==> src/rtl/trigger_phase_ctrl_pkg.sv <==
// Shared definitions for the trigger-clock MMCM phase sequencer: state
// encoding (decoded by register readback) and default sizing.
package trigger_phase_ctrl_pkg;

    localparam int DEFAULT_PHASE_WIDTH = 16;
    localparam int DEFAULT_TIMEOUT     = 255;

    typedef enum logic [2:0] {
        ST_IDLE      = 3'd0,
        ST_WAIT_LOCK = 3'd1,
        ST_STEP      = 3'd2,
        ST_WAIT_DONE = 3'd3,
        ST_ERR       = 3'd4
    } phase_state_t;

    function automatic logic is_busy_state(input phase_state_t s);
        return (s == ST_WAIT_LOCK) || (s == ST_STEP) || (s == ST_WAIT_DONE);
    endfunction

endpackage

==> src/rtl/trigger_phase_ctrl_if.sv <==
// Request/status and MMCM phase-shift port bundle for trigger_phase_ctrl.
// master = register block + MMCM side, slave = the sequencer.
interface trigger_phase_ctrl_if #(
    parameter int pPHASE_WIDTH = trigger_phase_ctrl_pkg::DEFAULT_PHASE_WIDTH
);
    logic signed [pPHASE_WIDTH-1:0] I_target_phase;
    logic                           I_go;
    logic                           I_abort;
    logic                           I_locked;
    logic                           I_psdone;
    logic                           O_psen;
    logic                           O_psincdec;
    logic signed [pPHASE_WIDTH-1:0] O_current_phase;
    logic                           O_busy;
    logic                           O_done;
    logic                           O_error;

    modport master (
        output I_target_phase, I_go, I_abort, I_locked, I_psdone,
        input  O_psen, O_psincdec, O_current_phase, O_busy, O_done, O_error
    );

    modport slave (
        input  I_target_phase, I_go, I_abort, I_locked, I_psdone,
        output O_psen, O_psincdec, O_current_phase, O_busy, O_done, O_error
    );
endinterface

==> src/rtl/trigger_phase_ctrl.sv <==
// Walks the trigger-clock MMCM fine phase to a signed target one psen/psdone
// step at a time, tracking the applied offset through lock loss and timeouts.
module trigger_phase_ctrl
    import trigger_phase_ctrl_pkg::*;
#(
    parameter int pPHASE_WIDTH = DEFAULT_PHASE_WIDTH,
    parameter int pTIMEOUT     = DEFAULT_TIMEOUT
) (
    input  logic                 usb_clk,
    input  logic                 resetn,
    trigger_phase_ctrl_if.slave  bus
);

    localparam int CNT_W = $clog2(pTIMEOUT + 1);
    localparam logic [CNT_W-1:0] CNT_LAST = CNT_W'(pTIMEOUT - 1);
    localparam logic signed [pPHASE_WIDTH-1:0] PHASE_ONE = pPHASE_WIDTH'(1);

    phase_state_t state_reg, state_next;
    logic signed [pPHASE_WIDTH-1:0] target_reg, target_next;
    logic signed [pPHASE_WIDTH-1:0] current_reg, current_next;
    logic signed [pPHASE_WIDTH-1:0] stepped_phase;
    logic [CNT_W-1:0] cnt_reg, cnt_next;
    logic dir_reg, dir_next;
    logic abort_reg, abort_next;
    logic hold_reg, hold_next;
    logic error_reg, error_next;
    logic done_reg, done_next;
    logic evaluate;

    always_ff @(posedge usb_clk or negedge resetn) begin
        if (!resetn) begin
            state_reg   <= ST_IDLE;
            target_reg  <= '0;
            current_reg <= '0;
            cnt_reg     <= '0;
            dir_reg     <= 1'b0;
            abort_reg   <= 1'b0;
            hold_reg    <= 1'b0;
            error_reg   <= 1'b0;
            done_reg    <= 1'b0;
        end else begin
            state_reg   <= state_next;
            target_reg  <= target_next;
            current_reg <= current_next;
            cnt_reg     <= cnt_next;
            dir_reg     <= dir_next;
            abort_reg   <= abort_next;
            hold_reg    <= hold_next;
            error_reg   <= error_next;
            done_reg    <= done_next;
        end
    end

    always_comb begin
        state_next    = state_reg;
        target_next   = target_reg;
        current_next  = current_reg;
        cnt_next      = cnt_reg;
        dir_next      = dir_reg;
        hold_next     = 1'b0;
        error_next    = error_reg;
        done_next     = 1'b0;
        evaluate      = 1'b0;
        stepped_phase = dir_reg ? (current_reg + PHASE_ONE) : (current_reg - PHASE_ONE);

        if (bus.I_go) begin
            target_next = bus.I_target_phase;
            error_next  = 1'b0;
        end
        // An MMCM that lost lock has been reset, so its dynamic offset is gone.
        if (!bus.I_locked) begin
            current_next = '0;
        end
        abort_next = !bus.I_go && (abort_reg || bus.I_abort);

        case (state_reg)
            ST_IDLE, ST_ERR: begin
                evaluate = bus.I_go;
            end
            ST_WAIT_LOCK: begin
                if (bus.I_abort && !bus.I_go) begin
                    state_next = ST_IDLE;
                end else begin
                    evaluate = bus.I_locked;
                end
            end
            ST_STEP: begin
                dir_next = (target_reg > current_reg);
                cnt_next = CNT_W'(1);
                if (bus.I_locked) begin
                    state_next = ST_WAIT_DONE;
                end else begin
                    state_next = abort_next ? ST_IDLE : ST_WAIT_LOCK;
                end
            end
            ST_WAIT_DONE: begin
                if (!bus.I_locked) begin
                    state_next = abort_next ? ST_IDLE : ST_WAIT_LOCK;
                end else if (hold_reg) begin
                    // One settle cycle after each psdone keeps psen pulses two cycles apart.
                    if (abort_next) begin
                        state_next = ST_IDLE;
                    end else begin
                        evaluate = 1'b1;
                    end
                end else if (bus.I_psdone) begin
                    current_next = stepped_phase;
                    if (stepped_phase == target_next) begin
                        state_next = ST_IDLE;
                        done_next  = 1'b1;
                    end else if (abort_next) begin
                        state_next = ST_IDLE;
                    end else begin
                        hold_next = 1'b1;
                    end
                end else if (cnt_reg == CNT_LAST) begin
                    error_next = 1'b1;
                    state_next = ST_ERR;
                end else begin
                    cnt_next = cnt_reg + 1'b1;
                end
            end
            default: begin
                state_next = ST_IDLE;
            end
        endcase

        if (evaluate) begin
            if (!bus.I_locked) begin
                state_next = ST_WAIT_LOCK;
            end else if (target_next == current_reg) begin
                state_next = ST_IDLE;
                done_next  = 1'b1;
            end else begin
                state_next = ST_STEP;
            end
        end

        if (!((state_next == ST_STEP) || (state_next == ST_WAIT_DONE))) begin
            abort_next = 1'b0;
        end
    end

    always_comb begin
        bus.O_psen          = (state_reg == ST_STEP);
        bus.O_psincdec      = (state_reg == ST_STEP) && (target_reg > current_reg);
        bus.O_busy          = is_busy_state(state_reg);
        bus.O_current_phase = current_reg;
        bus.O_done          = done_reg;
        bus.O_error         = error_reg;
    end

endmodule

==> src/flat_wrapper.sv <==
// flat-port wrapper written by rule: the top's interface ports become plain ports
module trigger_phase_ctrl_flat import trigger_phase_ctrl_pkg::*;
#(
    parameter int pPHASE_WIDTH = DEFAULT_PHASE_WIDTH,
    parameter int pTIMEOUT     = DEFAULT_TIMEOUT
)
  (usb_clk, resetn, bus_I_target_phase, bus_I_go, bus_I_abort, bus_I_locked, bus_I_psdone, bus_O_psen, bus_O_psincdec, bus_O_current_phase, bus_O_busy, bus_O_done, bus_O_error);
  trigger_phase_ctrl_if #(.pPHASE_WIDTH(pPHASE_WIDTH)) bus_i ();
  input  logic usb_clk;
  input  logic resetn;
  input wire logic [$bits(bus_i.I_target_phase)-1:0] bus_I_target_phase;
  input wire logic [$bits(bus_i.I_go)-1:0] bus_I_go;
  input wire logic [$bits(bus_i.I_abort)-1:0] bus_I_abort;
  input wire logic [$bits(bus_i.I_locked)-1:0] bus_I_locked;
  input wire logic [$bits(bus_i.I_psdone)-1:0] bus_I_psdone;
  output wire logic [$bits(bus_i.O_psen)-1:0] bus_O_psen;
  output wire logic [$bits(bus_i.O_psincdec)-1:0] bus_O_psincdec;
  output wire logic [$bits(bus_i.O_current_phase)-1:0] bus_O_current_phase;
  output wire logic [$bits(bus_i.O_busy)-1:0] bus_O_busy;
  output wire logic [$bits(bus_i.O_done)-1:0] bus_O_done;
  output wire logic [$bits(bus_i.O_error)-1:0] bus_O_error;
  assign bus_i.I_target_phase = bus_I_target_phase;
  assign bus_i.I_go = bus_I_go;
  assign bus_i.I_abort = bus_I_abort;
  assign bus_i.I_locked = bus_I_locked;
  assign bus_i.I_psdone = bus_I_psdone;
  assign bus_O_psen = bus_i.O_psen;
  assign bus_O_psincdec = bus_i.O_psincdec;
  assign bus_O_current_phase = bus_i.O_current_phase;
  assign bus_O_busy = bus_i.O_busy;
  assign bus_O_done = bus_i.O_done;
  assign bus_O_error = bus_i.O_error;
  trigger_phase_ctrl #(.pPHASE_WIDTH(pPHASE_WIDTH), .pTIMEOUT(pTIMEOUT)) u_core (.usb_clk(usb_clk), .resetn(resetn), .bus(bus_i));
endmodule
==> config.mk <==
export PLATFORM = sky130hd
export DESIGN_NAME = trigger_phase_ctrl_flat
export DESIGN_NICKNAME = d
export VERILOG_FILES = /design/src/rtl/trigger_phase_ctrl_pkg.sv /design/src/rtl/trigger_phase_ctrl_if.sv /design/src/rtl/trigger_phase_ctrl.sv /design/src/flat_wrapper.sv
export SDC_FILE = /design/constraint.sdc
export NUM_CORES = 1
export LEC_CHECK = 0
export ABC_CLOCK_PERIOD_IN_PS = 8310
export CAP_MARGIN = 20
export CORE_ASPECT_RATIO = 1.5
export CORE_UTILIZATION = 40
export DETAILED_ROUTE_END_ITERATION = 8
export PLACE_DENSITY = 0.6
export RECOVER_POWER = 100
export SLEW_MARGIN = 0
export SYNTH_ARGS = -nofsm -noshare
export SYNTH_HDL_FRONTEND = slang
export SYNTH_SLANG_ARGS = --single-unit
==> constraint.sdc <==
create_clock -name usb_clk -period 8.31 [get_ports usb_clk]
set_input_delay 1.662 -clock usb_clk [delete_from_list [all_inputs] [get_ports usb_clk]]
set_output_delay 1.662 -clock usb_clk [all_outputs]
set_load 0.02 [all_outputs]
==> results.yml <==
run_status:
  status: "finished, violations left"
  violations: "capacitance limit, slew limit"
timing:
  min_period_ns: 5.58
  hold_ws_ns: 0.530
  setup_ws_ns: 2.73
  rsz0062_at_grt: "false"
  fmax_ghz: 0.179
  finalSetupViolations: 0
  maxSlewViolCount: 49
  setup_tns_ns: 0
  relSlewSlack: -0.838
  hold_violations: 0
  tightest_slew_ns: 2.76
  skew_ns: 0.00717
  layout_worst_path_cycle_share: 0.671
critical_path:
  worstPathArrival_ns: 5.71
  timing.rr.start: "u_core.dir_reg"
  start_kind: "input pin"
  end_kind: "flip-flop"
  cp_cell_sequence: "dlygate4sd3_1 -> clkbuf_1 -> mux2i_1 -> xnor2_1 -> mux2i_1 -> o2111ai_1 -> nor4_1 -> nand4_1 -> or4_1 -> a41oi_1 -> a21oi_1"
  crit_type: "in2reg"
  reg2reg_slack_ns: 4.21
  slowest_stage: "clkbuf_1"
  crit_top_cell: "mux2i_1"
  max_stage_delay_ns: 1.03
  startpoint: "bus_I_go"
  critPathMaxFanout: 20
  cp.required_ns: 8.44
clock_network:
  cts_root_buf: "clkbuf_16"
  clkTransAtPathRegs_ns: 0.06
  cts_sinks: 48
  cts_setup_buffers: 0
  ctsResizeCount: 0
  cts_buffers: 5
  cts_hold_buf: 0
  ctsHtreeMaxLevel: 2
  clk_latency_ns: 0.29
  clockBufferDepth: 2
  cts_tree: "yes"
pwr:
  leakage_nw: 2.12
  ir_drop_uv: 158
  p_per_area_mw_per_mm2: 289
drt:
  routed_via_density: 5.65
  drc_errors: 0
  ant_nets: 0
  detail_route.first_pass.iterations: 4
  wl_per_cell_microns: 18.0
  drtIter0Drc: 147
  vias: 3288
  routed_wl_microns: 10500
synthesis:
  yosysSeqAreaShare: 0.304
  synth_fp_nets: 482
  syn_avg_cell_area_sq_um: 9.24
  synthesis.area_sq_mm: 0.00395
  ys_ff_latch: 48
  synth_edf_count: 0
  synth_ff_type: "dfrtp_1"
  async_reset_ff_frac: 1.00
  syn_inst: 427
  ys_warn_count: 0
  synth.distinct_cells: 60
global_routing:
  antenna_found_initial: 0
  met1_usage: 0.240
  grt_max_degree: 49
  grt_pass1_vias: 3304
  globalRouteMet2Util: 0.394
  grtUsageTotal: 0.208
  top_usage_layer: "met2"
  grt_overflow: 0
  grtUsageMet3: 0.0278
  grt_pass1_wl_microns: 16600
hold_path:
  min-delay-start: "u_core.bus.O_error"
  min_path_type: "reg2reg"
finish:
  fin_nets: 521
  final_cell_mix: "48 x dfrtp_1, 37 x inv_1, 35 x xnor2_1"
  final_common_cell: "dfrtp_1"
  fill_cells: 952
  drive_gt1_frac: 0.0407
  area_growth_pct: 16.1
  antenna_cells: 0
floorplanning:
  dieArea_sq_mm: 0.0103
  io_pins: 43
  rows: 44
  die_x_microns: 83.1
  die_y_microns: 124
  core_area_sq_mm: 0.00963
  initial_core_util: 0.410
place:
  hpwl_microns: 8070
  portBuffers: 42
  finalWeightedCongestion: 0.924
  place_ws_ns: 3.37
run:
  cap_violations: 1
[metal layers]
layer / wire length [microns] / up-vias
met1: 4390 / 1575
li1: - / 1623
met5: 0 / -
met2: 5590 / 72
met3: 291 / 18
met4: 225 / 0
[worst max-delay path: cells and delay by family]
kind | cells | cell delay (ns)
buffers and inverters | 2 | 1.55
XOR/XNOR | 1 | 0.22
AND/OR/NAND/NOR | 3 | 1.04
AO/OA/AOI/OAI | 3 | 0.44
multiplexers | 2 | 0.78
[through the flow]
stage                     cells  total power, mW  utilization  cell area, sq um
final                       582             1.32        0.476              4580
after global routing        582             1.42        0.476              4580
after CTS                   582             1.34        0.479              4610
after detailed placement    574             1.12        0.463              4460
after global placement      574             1.11        0.463              4460
after floorplan             427            0.926            -              3950
[final cells by class]
class / instances / area, sq um / share of cell area
inverter: 38 / 143 / 0.0311
clock buffer: 6 / 139 / 0.0303
tap: 115 / 144 / 0.0314
multi-input combinational: 328 / 2520 / 0.550
clock inverter: 2 / 10.0 / 0.00218
sequential: 48 / 1200 / 0.262
timing repair buffer: 45 / 427 / 0.0931
[synth_stat cells, types with 3 or more instances]
cell type  instances  area, sq um
nor2b_1           13         81.3
nor3_1             6         30.0
o21a_1            12         90.1
a31oi_1            3         18.8
nand3_1            5         25.0
xor2_1            12          105
dfrtp_1           48         1200
o21ai_0           12         60.1
nand3b_1           4         30.0
o211ai_1           7         52.6
a22o_1             8         70.1
or3_1              3         18.8
nand2b_1           4         25.0
nor4_1             5         31.3
o2111ai_1          3         26.3
ha_1              32          400
clkbuf_1           8         30.0
nand4_1           18          113
xnor3_1            3         67.6
and3_1             4         25.0
mux2i_1           22          220
nor2_1            24         90.1
xnor2_1           35          307
a21oi_1           24          120
a211o_1            3         26.3
mux2_2             4         45.0
nand2_1           19         71.3
inv_1             37          139
nor3b_1            3         22.5
a21o_1            10         75.1
[kinds of logic (layout without fill, tap and decap cells)]
group                    count (synthesis)  after routing  synth area share
AND/OR/NAND/NOR                        115            115             0.158
buffers and inverters                   51             91            0.0545
XOR/XNOR                                50             50             0.121
adder cells (fa/ha/maj)                 33             33             0.106
AO/OA/AOI/OAI                          104            104             0.188
multiplexers                            26             26            0.0672
flip-flops                              48             48             0.304
[final timing paths]
| kind | endpoint | depth (start not counted) |
|---|---|---|
| max reg2reg | u_core.state_reg[0] | 11 |
| min reg2reg | u_core.bus.O_error | 2 |
| max | u_core.state_reg[0] | 11 |
| min in group asynchronous | u_core.bus.O_current_phase[1] | 2 |
| max in group asynchronous | u_core.target_reg[12] | 2 |
| min | u_core.bus.O_error | 2 |
[power by group]
part | leakage [nW] | total (mW) | internal, mW | switching, mW
logic | 1.43 | 0.807 | 0.348 | 0.459
registers | 0.621 | 0.309 | 0.267 | 0.0426
clock network | 0.0766 | 0.206 | 0.119 | 0.0876
(Power assumes the default switching activity.)
